==> src/rtl/if_fetch_unit_pkg.sv <==
// Shared definitions for the instruction-fetch stage: state encoding,
// NOP encoding, PC width and a word-alignment helper.
package if_fetch_unit_pkg;

    localparam int PC_W = 32;

    localparam logic [PC_W-1:0] NOP_ENC = 32'h0000_0000;

    typedef enum logic [1:0] {
        ST_FETCH    = 2'd0,
        ST_BUFFERED = 2'd1,
        ST_DRAIN    = 2'd2
    } fetch_state_e;

    // Redirect targets are always word aligned; the low two bits are dropped.
    function automatic logic [PC_W-1:0] align_word(input logic [PC_W-1:0] addr);
        return {addr[PC_W-1:2], 2'b00};
    endfunction

endpackage

==> src/rtl/if_fetch_unit.sv <==
// Instruction-fetch stage feeding the IF/ID register.
//
// Owns the PC and drives a req/ack instruction-memory port. imem_req is a
// level: once raised, imem_addr is held until the cycle imem_ack=1, and the
// memory may ack in the very first cycle of a request. Only one request is
// ever outstanding. instr_valid=1 marks instr_out/pc_plus4_out as a real
// instruction; IF/ID captures it only when hold=0.
//
// A one-entry skid buffer absorbs an instruction that arrives while IF/ID is
// held. A redirect that lands while a fetch is still waiting cannot cancel
// that fetch, so the FSM parks in DRAIN until the wrong-path ack arrives and
// throws the data away before fetching from the remembered target.
module if_fetch_unit
    import if_fetch_unit_pkg::*;
#(
    parameter logic [PC_W-1:0] RESET_PC  = 32'h0000_0000,
    parameter logic [PC_W-1:0] NOP_INSTR = NOP_ENC
) (
    input  logic            clk,
    input  logic            rst_n,
    input  logic            hold,
    input  logic            branch_taken,
    input  logic [PC_W-1:0] branch_target,
    input  logic            jump,
    input  logic [PC_W-1:0] jump_target,
    output logic            imem_req,
    output logic [PC_W-1:0] imem_addr,
    input  logic            imem_ack,
    input  logic [PC_W-1:0] imem_rdata,
    output logic [PC_W-1:0] instr_out,
    output logic [PC_W-1:0] pc_plus4_out,
    output logic            instr_valid,
    output fetch_state_e    dbg_state
);

    fetch_state_e    state_q, state_d;
    logic [PC_W-1:0] pc_q, pc_d;
    logic [PC_W-1:0] buf_instr_q, buf_instr_d;
    logic [PC_W-1:0] buf_pc4_q, buf_pc4_d;
    logic [PC_W-1:0] redir_q, redir_d;

    logic            redir_active;
    logic [PC_W-1:0] redir_target;
    logic [PC_W-1:0] pc_plus4;

    // Branch wins over jump; target is forced to a word boundary.
    always_comb begin
        redir_active = branch_taken | jump;
        redir_target = align_word(branch_taken ? branch_target : jump_target);
        pc_plus4     = pc_q + 32'd4;
    end

    // State, PC, skid buffer and pending-redirect registers.
    always_ff @(posedge clk) begin
        if (!rst_n) begin
            state_q     <= ST_FETCH;
            pc_q        <= RESET_PC;
            buf_instr_q <= NOP_INSTR;
            buf_pc4_q   <= RESET_PC + 32'd4;
            redir_q     <= RESET_PC;
        end else begin
            state_q     <= state_d;
            pc_q        <= pc_d;
            buf_instr_q <= buf_instr_d;
            buf_pc4_q   <= buf_pc4_d;
            redir_q     <= redir_d;
        end
    end

    // Next-state and datapath updates; a redirect always takes precedence over hold.
    always_comb begin
        state_d     = state_q;
        pc_d        = pc_q;
        buf_instr_d = buf_instr_q;
        buf_pc4_d   = buf_pc4_q;
        redir_d     = redir_q;
        case (state_q)
            ST_FETCH: begin
                if (imem_ack) begin
                    if (redir_active) begin
                        // Presented instruction is wrong-path; IF/ID flush kills it.
                        pc_d = redir_target;
                    end else if (hold) begin
                        buf_instr_d = imem_rdata;
                        buf_pc4_d   = pc_plus4;
                        pc_d        = pc_plus4;
                        state_d     = ST_BUFFERED;
                    end else begin
                        pc_d = pc_plus4;
                    end
                end else if (redir_active) begin
                    redir_d = redir_target;
                    state_d = ST_DRAIN;
                end
            end
            ST_BUFFERED: begin
                if (redir_active) begin
                    pc_d    = redir_target;
                    state_d = ST_FETCH;
                end else if (!hold) begin
                    state_d = ST_FETCH;
                end
            end
            ST_DRAIN: begin
                if (imem_ack) begin
                    // A redirect arriving with the draining ack is the newest target.
                    pc_d    = redir_active ? redir_target : redir_q;
                    state_d = ST_FETCH;
                end else if (redir_active) begin
                    redir_d = redir_target;
                end
            end
            default: begin
                state_d = ST_FETCH;
            end
        endcase
    end

    // Outputs decoded from state plus the same-cycle ack; reset forces a quiet port.
    always_comb begin
        imem_req     = 1'b0;
        imem_addr    = pc_q;
        instr_out    = NOP_INSTR;
        pc_plus4_out = pc_plus4;
        instr_valid  = 1'b0;
        dbg_state    = state_q;
        if (!rst_n) begin
            imem_addr    = RESET_PC;
            pc_plus4_out = RESET_PC + 32'd4;
        end else begin
            case (state_q)
                ST_FETCH: begin
                    imem_req = 1'b1;
                    if (imem_ack) begin
                        instr_out   = imem_rdata;
                        instr_valid = 1'b1;
                    end
                end
                ST_BUFFERED: begin
                    instr_out    = buf_instr_q;
                    pc_plus4_out = buf_pc4_q;
                    instr_valid  = 1'b1;
                end
                ST_DRAIN: begin
                    imem_req = 1'b1;
                end
                default: begin
                    imem_req = 1'b0;
                end
            endcase
        end
    end

endmodule
==> config.mk <==
export PLATFORM = sky130hd
export DESIGN_NAME = if_fetch_unit
export DESIGN_NICKNAME = d
export VERILOG_FILES = /design/src/rtl/if_fetch_unit_pkg.sv /design/src/rtl/if_fetch_unit.sv
export SDC_FILE = /design/constraint.sdc
export NUM_CORES = 1
export LEC_CHECK = 0
export CAP_MARGIN = 30
export CORE_MARGIN = 3
export CORE_UTILIZATION = 35
export CTS_BUF_LIST = sky130_fd_sc_hd__clkbuf_4 sky130_fd_sc_hd__clkbuf_8
export DETAILED_ROUTE_END_ITERATION = 10
export GPL_TIMING_DRIVEN = 0
export PLACE_DENSITY = 0.65
export SLEW_MARGIN = 20
export SYNTH_ARGS = -nofsm -noshare
export SYNTH_HDL_FRONTEND = slang
export SYNTH_SLANG_ARGS = --single-unit
==> constraint.sdc <==
create_clock -name clk -period 3.2 [get_ports clk]
set_input_delay 0.48 -clock clk [delete_from_list [all_inputs] [get_ports clk]]
set_output_delay 0.48 -clock clk [all_outputs]
set_load 0.005 [all_outputs]
=== Word level (Yosys, flattened, before mapping) ===
Index checks and enable logic that the tools add are counted.

* Reductions and logical operators: 7
* Equality and inequality tests: 9
* Add/sub/neg operators: 1
* Bitwise operators: 3
* Mux-type cells: 26

{| class="wikitable"
|+ Operators by type and width
! cell !! number
|-
| 32-bit 2-to-1 mux || 11
|-
| 32-bit case mux with 3 select lines || 1
|-
| 32-bit case mux with 2 select lines || 1
|-
| 32-bit by 3-bit adder with 32-bit output, second input constant || 1
|-
| 2-bit 2-to-1 mux || 7
|-
| 3-bit != test, second input constant || 4
|-
| 4-bit AND reduction || 2
|-
| 2-bit != test, second input constant || 3
|-
| 2-bit case mux with 3 select lines || 1
|-
| 5-bit AND reduction || 1
|-
| 1-bit 2-to-1 mux || 4
|-
| 3-bit nonzero test || 1
|-
| 2-bit by 1-bit equality test with 1-bit output, second input constant || 1
|-
| 2-bit equality test, second input constant || 1
|-
| 2-bit zero test || 1
|-
| 1-bit NOT || 2
|-
| 1-bit case mux with 2 select lines || 1
|-
| 2-bit AND reduction || 1
|-
| 2-bit OR reduction || 1
|-
| 1-bit bitwise OR || 1
|}

* Register bits: 130
* Output and inout port bits: 100
* Input bits: 102

=== Longest topological paths before layout ===
Gate-level depths: netlist of run 1.

* Word-level depth: 4
* Mapped depth: 10
* Gate-level depth less buffers: 7

=== Least setup slack after synthesis of run 1 ===
No wires, ideal clock.

* Kind: register -> output
* From: register state_q[0], in the netlist dbg_state[0]
* To: output pc_plus4_out[13]
* Arrival time: 1884 ps
* Cell stages (with the launch flop): 8
* Path slack: 836 ps
* Cell sequence: dfxtp_1 ha_1 buf_2 clkbuf_1 buf_1 clkbuf_1 nand2_1 a21oi_1

* Word-level cells in the longest chain between the ends: 3

{| class="wikitable"
|+ RTL lines
! what !! RTL line !! text
|-
| start: declaration || if_fetch_unit.sv:36 || <nowiki>fetch_state_e state_q, state_d;</nowiki>
|-
| start signal: assignment || if_fetch_unit.sv:62 || <nowiki>state_q <= state_d;</nowiki>
|-
| 2-bit by 1-bit equality test with 1-bit output || if_fetch_unit.sv:131 || <nowiki>case (state_q)</nowiki>
|-
| 32-bit 2-to-1 mux || if_fetch_unit.sv:131 ||
|-
| 32-bit 2-to-1 mux || if_fetch_unit.sv:127 || <nowiki>if (!rst_n) begin</nowiki>
|-
| end: declaration || if_fetch_unit.sv:31 || <nowiki>output logic [PC_W-1:0] pc_plus4_out,</nowiki>
|}

No other way between the ends.

=== Final worst setup path of run 1 ===
* From: register pc_q[11]
* To: output pc_plus4_out[26]

* Word-level cells in the longest chain between the ends: 3

{| class="wikitable"
|+ RTL lines
! what !! RTL line !! text
|-
| start: declaration || if_fetch_unit.sv:37 || <nowiki>logic [PC_W-1:0] pc_q, pc_d;</nowiki>
|-
| start signal: assignment || if_fetch_unit.sv:63 || <nowiki>pc_q <= pc_d;</nowiki>
|-
| 32-bit by 3-bit adder with 32-bit output || if_fetch_unit.sv:50 || <nowiki>pc_plus4 = pc_q + 32'd4;</nowiki>
|-
| 32-bit 2-to-1 mux || if_fetch_unit.sv:131 ||
|-
| 32-bit 2-to-1 mux || if_fetch_unit.sv:127 ||
|}

No other way between the ends.

==> results of run 1 <==
==> worst min path at each step <==
stage	depth (start not counted)	startpoint	end	slack, ns
after floorplan	2	buf_pc4_q[0]	buf_pc4_q[0]	0.44
after global placement	2	buf_instr_q[3]	buf_instr_q[3]	0.44
after global routing	2	buf_instr_q[19]	buf_instr_q[19]	0.47
after detailed placement	2	buf_instr_q[23]	buf_instr_q[23]	0.45
final	2	buf_instr_q[3]	buf_instr_q[3]	0.46
after CTS	2	buf_instr_q[23]	buf_instr_q[23]	0.46
==> registers in the layout, summed over array words and instances (netlist names) <==
name,count
buf_instr_q,32
redir_q,32
dbg_state,2
pc_q,32
buf_pc4_q,32
==> final cells by class <==
type                    count  area (µm²)
plain buffers              92         474
clock buffers              17         234
clock inverters            15         198
fillers                  2190       10800
inverters                  18        68.8
multi-input cells         822        5220
flip-flops and latches    130        2650
well taps                 280         350
repair buffers            226        2200
==> worst max-delay path, stage by stage (launching register included) <==
cell and delay (ns):
dfxtp_4 0.37, nand4_4 0.14, buf_4 0.17, nor4_4 0.24, buf_6 0.18, nand4_1 0.16, xnor2_2 0.25, o21ba_2 0.17
clkdlybuf4s50_1 0.50
==> per-layer routing <==
| layer | vias to the layer above | wire length, µm | share of wire [%] |
|---|---|---|---|
| met3 | 78 | 3150 | 9.9 |
| li1 | 4298 | - | - |
| met4 | 0 | 790 | 2.5 |
| met1 | 4212 | 13500 | 42 |
| met2 | 540 | 14400 | 45 |
| met5 | - | 0 | 0 |
==> cell families after synthesis <==
kind of cell,Yosys count
buf+inv,114
fa+ha+maj,5
flops,130
simple gates,399
compound gates,349
xor+xnor,23
mux,46
==> layout by cell type, fill, tap and decap left out, types with 9 or more instances in the layout <==
| cell type | count |
|---|---|
| dfxtp_1 | 109 |
| a22oi_1 | 42 |
| a211oi_1 | 38 |
| dfxtp_2 | 14 |
| o21ai_0 | 78 |
| nand3_1 | 15 |
| buf_4 | 31 |
| nor2_1 | 135 |
| buf_2 | 18 |
| o21ba_2 | 25 |
| xor2_1 | 9 |
| clkbuf_1 | 46 |
| clkdlybuf4s50_1 | 186 |
| nand4_1 | 12 |
| nand2_1 | 135 |
| nor3_1 | 9 |
| clkbuf_2 | 11 |
| and2_1 | 29 |
| mux2i_1 | 38 |
| clkbuf_8 | 20 |
| a21oi_1 | 74 |
| inv_1 | 17 |
| a31oi_1 | 13 |
| o211ai_1 | 9 |
| nand2b_1 | 10 |
==> what timing repair did <==
item | in CTS | in global routing
setup endpoints to repair | 65 | 50
pin swaps | 7 | 18
resized for setup | 71 | 61
buffers inserted | 10 | 20
==> power by group <==
part,switching (mW),internal (mW)
Clock,0.783,0.797
Sequential,0.171,1.79
Combinational,1.08,0.870
==> results.json, run 1 <==
{
  "status": "finished clean",
  "synth_xor_area_share_pct": 2.51,
  "clk_latency_ns": 0.46,
  "fmax_ghz": 0.319,
  "drtPass1Iterations": 6,
  "critPathLaunch": "pc_q[11]",
  "dpl_cell_area_mm2": 0.0103,
  "muxShareOfSynthArea_pct": 5.86,
  "cp_max_fo": 10,
  "syn_to_final_growth_pct": 41.9,
  "hold_viol_final": 0,
  "p_leak_nw": 4.43,
  "power.total_mw": 5.49,
  "grt_pass1_wl_um": 47500,
  "synth_nets": 1173,
  "wire_per_inst_um": 19.9,
  "vias": 9128,
  "io_pins": 202,
  "place_congestion": 0.997,
  "htreeDepth": 4,
  "synth_common_cells": "nand2_1, nor2_1, dfxtp_1",
  "ant_nets": 0,
  "die_x_um": 157,
  "skew_ns": 0.0170,
  "holdBufCountCts": 0,
  "r2r_slack_ns": 0.30,
  "grt.busiest_layer": "met2",
  "synth-main-ff-cell": "dfxtp_1",
  "setup_viol": 0,
  "stdcell_count": 1600,
  "dp_slack_ns": -0.676,
  "n_antenna_cell": 0,
  "drc": 0,
  "synth_compound_area_share_pct": 29.2,
  "synth_edf_count": 0,
  "final_cell_area_mm2": 0.0114,
  "maxSlewViolCount": 0,
  "path_class": "reg2out",
  "fin_setup_tns_ns": 0,
  "ys_types": 74,
  "synthSimpleGateAreaFrac_pct": 23.2,
  "post-synth-top-area-cell": "dfxtp_1",
  "dp_hpwl_um": 23800,
  "synth_area_mm2": 0.00802,
  "drtIter0Drc": 1057,
  "dp_cells": 1542,
  "crit_end": "pc_plus4_out[26]",
  "via_per_inst": 5.71,
  "grt_start_max_net_pins": 17,
  "port_buffers": 196,
  "die_y_um": 157,
  "initial_core_util_pct": 36.2,
  "min_path_type": "reg2reg",
  "yosysTopAreaCellShare_pct": 32.4,
  "arrival_ns": 2.65,
  "tightest_slew_ns": 0.801,
  "drv_cap": 0,
  "grt_setup_unrepaired": "true",
  "yosysMostFrequentCell": "nand2_1",
  "ir_worst_vdd_mv": 0.296,
  "cts_tree": "built",
  "grt_use_met2_pct": 39.4,
  "slew_headroom_pct": 46.3,
  "worst_slack_ns": 0.0680,
  "gr-usage-met1_pct": 33.3,
  "synth_top_family_by_area": "compound AO/OA/AOI/OAI gates",
  "cts_buffers": 17,
  "clockBufferDepth": 2,
  "die_area_mm2": 0.0248,
  "worst_setup_path_end_kind": "primary output",
  "yosysWarnings": 0,
  "p_per_area_mw_per_mm2": 482,
  "avgSynthCellArea_um2": 7.53,
  "synthTopCellsByArea": "dfxtp_1, nand2_1, nor2_1",
  "antenna_found_initial": 0,
  "wl_um": 31800,
  "ff2ff_path_depth": 10,
  "r2r_start": "dbg_state[0]",
  "grt-ovfl-total": 0,
  "ys_async_sr_fraction_pct": 0,
  "clkTransAtPathRegs_ns": 0.09,
  "fin_nets": 1414,
  "coreArea_mm2": 0.0222,
  "synthAdderAreaFrac_pct": 0.780,
  "final_util_pct": 51.4,
  "use_met3_pct": 5.47,
  "ys_seq_elements": 130,
  "finalCritPeriodShare_pct": 97.9,
  "track_usage_pct": 24.5,
  "r2r_end": "pc_q[23]",
  "num_rows": 54,
  "yosysSeqAreaShare_pct": 32.4,
  "layout_min_cycle_time_ns": 3.13,
  "grt_pass1_vias": 8317,
  "drive_above_1_share_pct": 16.4,
  "fin_hold_ws_ns": 0.458,
  "cts_sinks": 130,
  "start_kind": "register",
  "required_ns": 2.72,
  "root_buffer": "clkbuf_8",
  "syn_inst": 1066
}
Note: power is estimated with default switching activity, not from simulation.
==> run 2: changes to the inputs <==
--- a/config.mk
+++ b/config.mk
@@ -11,7 +11,6 @@
 export CTS_BUF_LIST = sky130_fd_sc_hd__clkbuf_4 sky130_fd_sc_hd__clkbuf_8
 export DETAILED_ROUTE_END_ITERATION = 10
 export GPL_TIMING_DRIVEN = 0
-export PLACE_DENSITY = 0.65
 export SLEW_MARGIN = 20
 export SYNTH_ARGS = -nofsm -noshare
 export SYNTH_HDL_FRONTEND = slang
==> run 2 against run 1 <==
- global-route usage is 0.97 points higher
- critical path depth is 2 lower
- clock skew is 0.0043 ns lower
- worst hold slack worse by 0.0027 ns
- utilization is 0.20 points lower
- power is 0.69% higher
- critical endpoint is now pc_plus4_out[24]
==> results.json, run 2 (same netlist as run 1, synthesis figures left out) <==
{
  "fin_hold_ws_ns": 0.456,
  "num_rows": 54,
  "slew_headroom_pct": 40.4,
  "wire_per_inst_um": 20.3,
  "start_kind": "register",
  "drtPass1Iterations": 8,
  "skew_ns": 0.0127,
  "ant_nets": 0,
  "cp_max_fo": 5,
  "hold_viol_final": 0,
  "fin_nets": 1413,
  "wl_um": 32500,
  "pwr-share-clk_pct": 29.3,
  "grt-ovfl-total": 0,
  "drc": 0,
  "io_pins": 202,
  "finalCritPeriodShare_pct": 98.5,
  "die_x_um": 157,
  "seqPwrFrac_pct": 35.5,
  "drv_cap": 0,
  "vias": 8962,
  "drive_above_1_share_pct": 15.5,
  "setup_viol": 0,
  "p_per_area_mw_per_mm2": 487,
  "final_cell_area_mm2": 0.0113,
  "p_comb_share_pct": 35.2,
  "required_ns": 2.72,
  "p_sw_mw": 1.98,
  "die_area_mm2": 0.0248,
  "fmax_ghz": 0.317,
  "grt_setup_unrepaired": "true",
  "grt_start_max_net_pins": 17,
  "cts_buffers": 17,
  "final_cell_mix": "clkdlybuf4s50_1, nand2_1, nor2_1, dfxtp_1, o21ai_0",
  "clkTransAtPathRegs_ns": 0.08,
  "dpl_cell_area_mm2": 0.0103,
  "initial_core_util_pct": 36.2,
  "fin_setup_tns_ns": 0,
  "p_int_mw": 3.55,
  "mostFrequentLayoutCell": "clkdlybuf4s50_1",
  "cts_sinks": 130,
  "arrival_ns": 2.67,
  "track_usage_pct": 25.5,
  "clk_latency_ns": 0.46,
  "root_buffer": "clkbuf_8",
  "place_congestion": 0.912,
  "swShare_pct": 35.7,
  "port_buffers": 196,
  "n_antenna_cell": 0,
  "min_path_type": "reg2reg",
  "status": "finished clean",
  "via_per_inst": 5.60,
  "syn_to_final_growth_pct": 41.4,
  "ir_worst_vdd_mv": 0.258,
  "final_util_pct": 51.2,
  "worst_setup_path_end_kind": "primary output",
  "antenna_found_initial": 0,
  "tightest_slew_ns": 0.887,
  "cts_tree": "built",
  "grt_pass1_wl_um": 49000,
  "layout_min_cycle_time_ns": 3.15,
  "dp_hpwl_um": 24400,
  "path_class": "reg2out",
  "coreArea_mm2": 0.0222,
  "clockBufferDepth": 2,
  "maxSlewViolCount": 0,
  "drtIter0Drc": 885,
  "htreeDepth": 4,
  "die_y_um": 157,
  "grt_pass1_vias": 8256,
  "power.total_mw": 5.53,
  "holdPathStages": 2,
  "ff2ff_path_depth": 8,
  "p_leak_nw": 4.35
}
==> run 2: cell count changes in the layout (fill, tap and decap cells not counted), sizes merged <==
cell	before	now
inv	24	18
clkinvlp	3	6
clkbuf	81	83
dlymetal6s2s	7	5
buf	59	58
bufinv	3	4
clkdlybuf4s15	0	1
clkdlybuf4s50	186	187
clkinv	3	2
dlygate4sd2	2	3
==> run 2: layout make-up <==
type | count | area [µm²]
Fill cell | 2220 | 10800
Multi-Input combinational cell | 822 | 5150
Sequential cell | 130 | 2650
Timing Repair Buffer | 225 | 2180
Buffer | 92 | 490
Tap cell | 280 | 350
Clock buffer | 20 | 269
Clock inverter | 12 | 180
Inverter | 18 | 71.3
==> run 2: power groups by stage <==
stage	Combinational, mW	Clock (mW)	Sequential, mW
finish	1.95	1.62	1.96
global route	2.09	1.70	1.98
CTS	1.90	1.62	1.94
detailed placement	1.82	0	1.96
global placement	1.81	0	1.96
floorplan	0.995	0	1.92
==> run 2: final timing paths <==
path                    from                to  slack [ns]
max                 pc_q[16]  pc_plus4_out[24]        0.05
min          buf_instr_q[29]   buf_instr_q[29]        0.46
max reg2reg     dbg_state[0]           pc_q[8]        0.41
min reg2reg  buf_instr_q[29]   buf_instr_q[29]        0.46
==> run 2: repair_timing <==
item	in CTS	in global routing
setup endpoints to repair	65	55
hold buffers	0	0
pin swaps	11	15
gates cloned	0	1
setup buffers	12	15
gates resized for setup	76	52
==> run 2: routing by layer <==
metal  track usage, %  share of wire [%]  vias to the layer above  routed length (µm)
met5                0                  0                        -                   0
met4             7.48                1.8                        0                 592
met3             4.37                7.2                       47                2340
met2             39.7                 45                      403               14700
met1             36.2                 46                     4216               14900
li1                 -                  -                     4296                   -
==> run 2: metrics by stage <==
stage,worst slack (ns),instances
after detailed placement,-0.773,1543
after floorplan,0.836,1066
after CTS,-0.00167,1585
after global placement,-0.747,1542
final,0.0474,1599
after global routing,-0.0427,1599
==> run 2: worst max-delay path: stages, from the launching register on <==
cell	delay [ns]
dfxtp_2	0.40
nand2_2	0.12
or4_4	0.61
nor3_4	0.25
xor2_2	0.19
o21ba_1	0.15
clkdlybuf4s50_1	0.49
==> run 3: changes to the inputs <==
--- a/config.mk
+++ b/config.mk
@@ -11,7 +11,7 @@
 export CTS_BUF_LIST = sky130_fd_sc_hd__clkbuf_4 sky130_fd_sc_hd__clkbuf_8
 export DETAILED_ROUTE_END_ITERATION = 10
 export GPL_TIMING_DRIVEN = 0
-export SLEW_MARGIN = 20
+export SLEW_MARGIN = 5
 export SYNTH_ARGS = -nofsm -noshare
 export SYNTH_HDL_FRONTEND = slang
 export SYNTH_SLANG_ARGS = --single-unit
==> run 3 against run 2 <==
- fmax is 0.44% higher
- die area stayed put
- utilization is 0.29 points lower
- power is 4.8% lower
- sequential power hardly changed
==> results.json, run 3 (same netlist as run 1, synthesis figures left out) <==
{
  "status": "finished clean",
  "maxSlewViolCount": 0,
  "fmax_ghz": 0.319,
  "slew_headroom_pct": 47.3,
  "arrival_ns": 2.66,
  "cts_buffers": 17,
  "ir_worst_vdd_mv": 0.242,
  "path_buf_inv": 2,
  "seqPwrFrac_pct": 37.1,
  "path_class": "reg2out",
  "grt_pass1_vias": 8287,
  "root_buffer": "clkbuf_8",
  "grt_pass1_wl_um": 49400,
  "via_per_inst": 5.64,
  "die_y_um": 157,
  "wl_um": 32400,
  "critPathLaunch": "pc_q[8]",
  "num_rows": 54,
  "io_pins": 202,
  "htreeDepth": 4,
  "wire_per_inst_um": 20.3,
  "port_buffers": 196,
  "hold_viol_final": 0,
  "tightest_slew_ns": 0.790,
  "cp_max_fo": 6,
  "track_usage_pct": 25.7,
  "pwr-share-clk_pct": 25.6,
  "drc": 0,
  "p_leak_nw": 4.31,
  "drive_above_1_share_pct": 16.2,
  "slowest_delay_ns": 0.58,
  "crit_path_top_delay_cell": "or4_4",
  "grt_start_max_net_pins": 17,
  "clkTransAtPathRegs_ns": 0.08,
  "p_sw_mw": 1.99,
  "grt-ovfl-total": 0,
  "drtPass1Iterations": 5,
  "r2r_start": "dbg_state[0]",
  "dp_cells": 1544,
  "p_comb_share_pct": 37.3,
  "path_cells": "buf_6 -> nand3_4 -> or4_4 -> nor3_4 -> xor2_2 -> o21ba_1 -> clkdlybuf4s50_1",
  "dp_hpwl_um": 24300,
  "drv_cap": 0,
  "place_congestion": 0.912,
  "p_int_mw": 3.28,
  "initial_core_util_pct": 36.2,
  "antenna_found_initial": 0,
  "required_ns": 2.72,
  "stdcell_count": 1600,
  "fin_hold_ws_ns": 0.457,
  "worstHoldStart": "buf_pc4_q[0]",
  "die_area_mm2": 0.0248,
  "n_antenna_cell": 0,
  "ant_nets": 0,
  "vias": 9028,
  "cts_sinks": 130,
  "clockBufferDepth": 2,
  "finalCritPeriodShare_pct": 98.1,
  "drtIter0Drc": 828,
  "mostFrequentLayoutCell": "clkdlybuf4s50_1",
  "p_per_area_mw_per_mm2": 467,
  "fin_setup_tns_ns": 0,
  "fin_nets": 1414,
  "coreArea_mm2": 0.0222,
  "final_util_pct": 50.9,
  "start_kind": "register",
  "die_x_um": 157,
  "layout_min_cycle_time_ns": 3.14,
  "syn_to_final_growth_pct": 40.6,
  "worst_setup_path_end_kind": "primary output",
  "dpl_cell_area_mm2": 0.0103,
  "cp_top_family": "simple AND/OR/NAND/NOR gates",
  "min_path_type": "reg2reg",
  "skew_ns": 0.00750,
  "cts_tree": "built",
  "clk_latency_ns": 0.46,
  "final_cell_area_mm2": 0.0113,
  "swShare_pct": 37.7,
  "setup_viol": 0,
  "final_cell_mix": "clkdlybuf4s50_1, nand2_1, nor2_1, dfxtp_1, o21ai_0"
}
## run 3: worst paths after layout
| path | slack, ns | cells after the start | end |
|---|---|---|---|
| worst min register to register | 0.46 | 2 | buf_pc4_q[0] |
| worst max-delay path | 0.06 | 7 | pc_plus4_out[24] |
| worst max register to register | 0.39 | 10 | pc_q[21] |
| worst min-delay path | 0.46 | 2 | buf_pc4_q[0] |
## run 3: per-layer routing
metal / global-route usage, % / vias to the layer above / wire [µm]
li1: - / 4292 / -
met4: 6.65 / 0 / 535
met3: 4.32 / 33 / 2370
met1: 36.5 / 4314 / 14700
met2: 40.3 / 389 / 14800
met5: 0 / - / 0
## run 3: worst register-to-register path, stage by stage (launching register included)
cell      delay [ns]
dfxtp_2         0.42
inv_1           0.08
ha_1            0.33
o21ba_2         0.25
clkbuf_1        0.19
nor3_2          0.65
nor2_1          0.11
buf_2           0.25
buf_2           0.25
nand2_1         0.10
o21ai_0         0.07
## run 3: stage by stage
stage	setup slack (ns)	power, mW
after floorplan	0.836	2.91
after global placement	-0.747	3.77
after CTS	-0.0269	5.20
final	0.0612	5.26
after global routing	-0.00394	5.52
after detailed placement	-0.778	3.78
## run 3: cell type report
type / count / area, µm²
Timing Repair Buffer: 226 / 2190
Multi-Input combinational cell: 822 / 5180
Buffer: 92 / 482
Sequential cell: 130 / 2640
Fill cell: 2190 / 10900
Clock buffer: 17 / 234
Inverter: 18 / 67.6
Tap cell: 280 / 350
Clock inverter: 15 / 136
## run 3: timing repair
item                                    CTS  global route
buffers inserted                         14            14
endpoints found under the setup margin   65            55
pin swaps                                11            16
hold buffers                              0             0
gates resized for setup                  75            50
## run 3: power groups by stage
stage | Clock, mW | Combinational [mW] | Sequential, mW
global placement | 0 | 1.81 | 1.96
floorplan | 0 | 0.995 | 1.92
global route | 1.43 | 2.11 | 1.97
finish | 1.35 | 1.96 | 1.95
detailed placement | 0 | 1.82 | 1.96
CTS | 1.36 | 1.90 | 1.94
==> RTL change, RTL diff (settings of run 2) <==
Add an input register stage for `branch_target` and `jump_target`, without a reset; this delays them by one clock. The other inputs are not delayed to match.
--- a/src/rtl/if_fetch_unit.sv
+++ b/src/rtl/if_fetch_unit.sv
@@ -34,4 +34,12 @@
 );
 
+    logic [PC_W-1:0] branch_target_q;
+    logic [PC_W-1:0] jump_target_q;
+
+    always_ff @(posedge clk) begin
+        branch_target_q <= branch_target;
+        jump_target_q   <= jump_target;
+    end
+
     fetch_state_e    state_q, state_d;
     logic [PC_W-1:0] pc_q, pc_d;
@@ -47,5 +55,5 @@
     always_comb begin
         redir_active = branch_taken | jump;
-        redir_target = align_word(branch_taken ? branch_target : jump_target);
+        redir_target = align_word(branch_taken ? branch_target_q : jump_target_q);
         pc_plus4     = pc_q + 32'd4;
     end
Formal check against the unedited RTL: not equivalent (Yosys sat finds a counterexample within 4 cycles, from zero or initial values and one cycle with rst_n low).
==> RTL change against run 2 <==
Design area is 13% higher; routed wire length increased by 1.8%; worst setup slack improved by 0.010 ns; total power rose by 0.73%; sequential share of layout area is 6.6 points higher; combinational power decreased by 33%; clock skew grew 0.0042 ns; final cell count rose by 6.6%; sequential cell count grew 60; critical path depth rose by 2; synthesized cell count rose by 4.9%; critical endpoint is now pc_plus4_out[27]; area after synthesis grew 16%.
==> RTL change: results (changes against run 2) <==
fraction of layout instances using a drive strength above 1=16.65% (+1.1 points); Post-DP HPWL=24130 µm (-0.95%); top cell type's share of synthesized area=40.99% (+8.6 points); detailed-route wire length=33080 µm (+1.8%); Post-CTS Setup Bufs=24 (+12); slack of the worst reg-to-reg path=0.31 ns (-0.10 ns); Crit-path slowest cell=sky130_fd_sc_hd__clkdlybuf4s50_1; Post-Place Worst Slack=-0.8297 ns (-0.05692 ns); biggest cell delay along the critical path=0.50 ns (-0.11 ns); maximum number of pins on one net before global-route repair=20 (+3); Gates resized, CTS repair=123 (+62%); total nets after synthesis=1225 (+4.4%); cell types with the largest area share after synthesis=sky130_fd_sc_hd__dfxtp_1, sky130_fd_sc_hd__nand2_1, sky130_fd_sc_hd__nor2_1; number of distinct library cells after synthesis=70 (-5.4%); reported leakage power=5.037 nW (+16%); highest fanout seen on the critical path=10 (+5); Clock Latency Late Sink=0.49 ns (+0.03 ns); via count=9374 (+4.6%); setup clock skew after layout=0.01697 ns (+0.004231 ns); register area share after synthesis=40.99% (+8.6 points); final estimated routing congestion in global placement=0.9022 (-1.1%); family with the most delay on the worst path=buffers and inverters; minimum hold slack=0.4282 ns (-0.02752 ns); Synth Area in XOR/XNOR=2.454% (-0.056 points); Seq group=0.00266 W (+36%); Cells after DPL=1644 (+6.5%); multiplexer fraction of the synthesized cell area=5.043% (-0.82 points); Arr. time, crit path=2.66 ns (about the same); Compound-Gate Fraction of Synth Area=26.17% (-3.0 points); All-Layer GR Usage=22.24% (-3.2 points); count of nets after finishing=1469 (+4.0%); clock input transition at the sequential cells of the worst setup and hold paths=0.12 ns (+0.04 ns); list of most frequent post-synthesis cells=sky130_fd_sc_hd__dfxtp_1, sky130_fd_sc_hd__nand2_1, sky130_fd_sc_hd__nor2_1; sum of internal, switching and leakage power=0.005569 W (+0.73%); status=finished clean; first-pass GRT wire length=50110 µm (+2.2%); net switching share of the total power=32.56% (-3.2 points); adder and majority gate portion of the synthesized area=0.6742% (-0.11 points); number of global-route vias before repair=8951 (+8.4%)
==> RTL change: worst paths after layout <==
check,startpoint,end,cells after the start
worst max-delay path,pc_q[7],pc_plus4_out[27],8
worst min-delay path,branch_target[19],branch_target_q[19],1
worst max register to register,dbg_state[0],pc_q[16],8
worst min register to register,buf_instr_q[17],buf_instr_q[17],2
==> RTL change: per-layer routing <==
layer	vias to the layer above	GRT usage, %	wire length, µm
met5	-	0	0
met4	0	7.969	1054
met3	74	4.694	2506
met2	410	35.43	14760
met1	4414	29.88	14760
li1	4476	-	-
==> RTL change: area by class of cell <==
class,instances,area (µm²)
sequential,190,3854
buffer,93,548.0
clock inverter,14,137.6
timing repair buffer,230,2248
multi-input combinational,811,5343
clock buffer,18,247.7
fill,2519,12750
inverter,19,78.83
tap,330,412.9
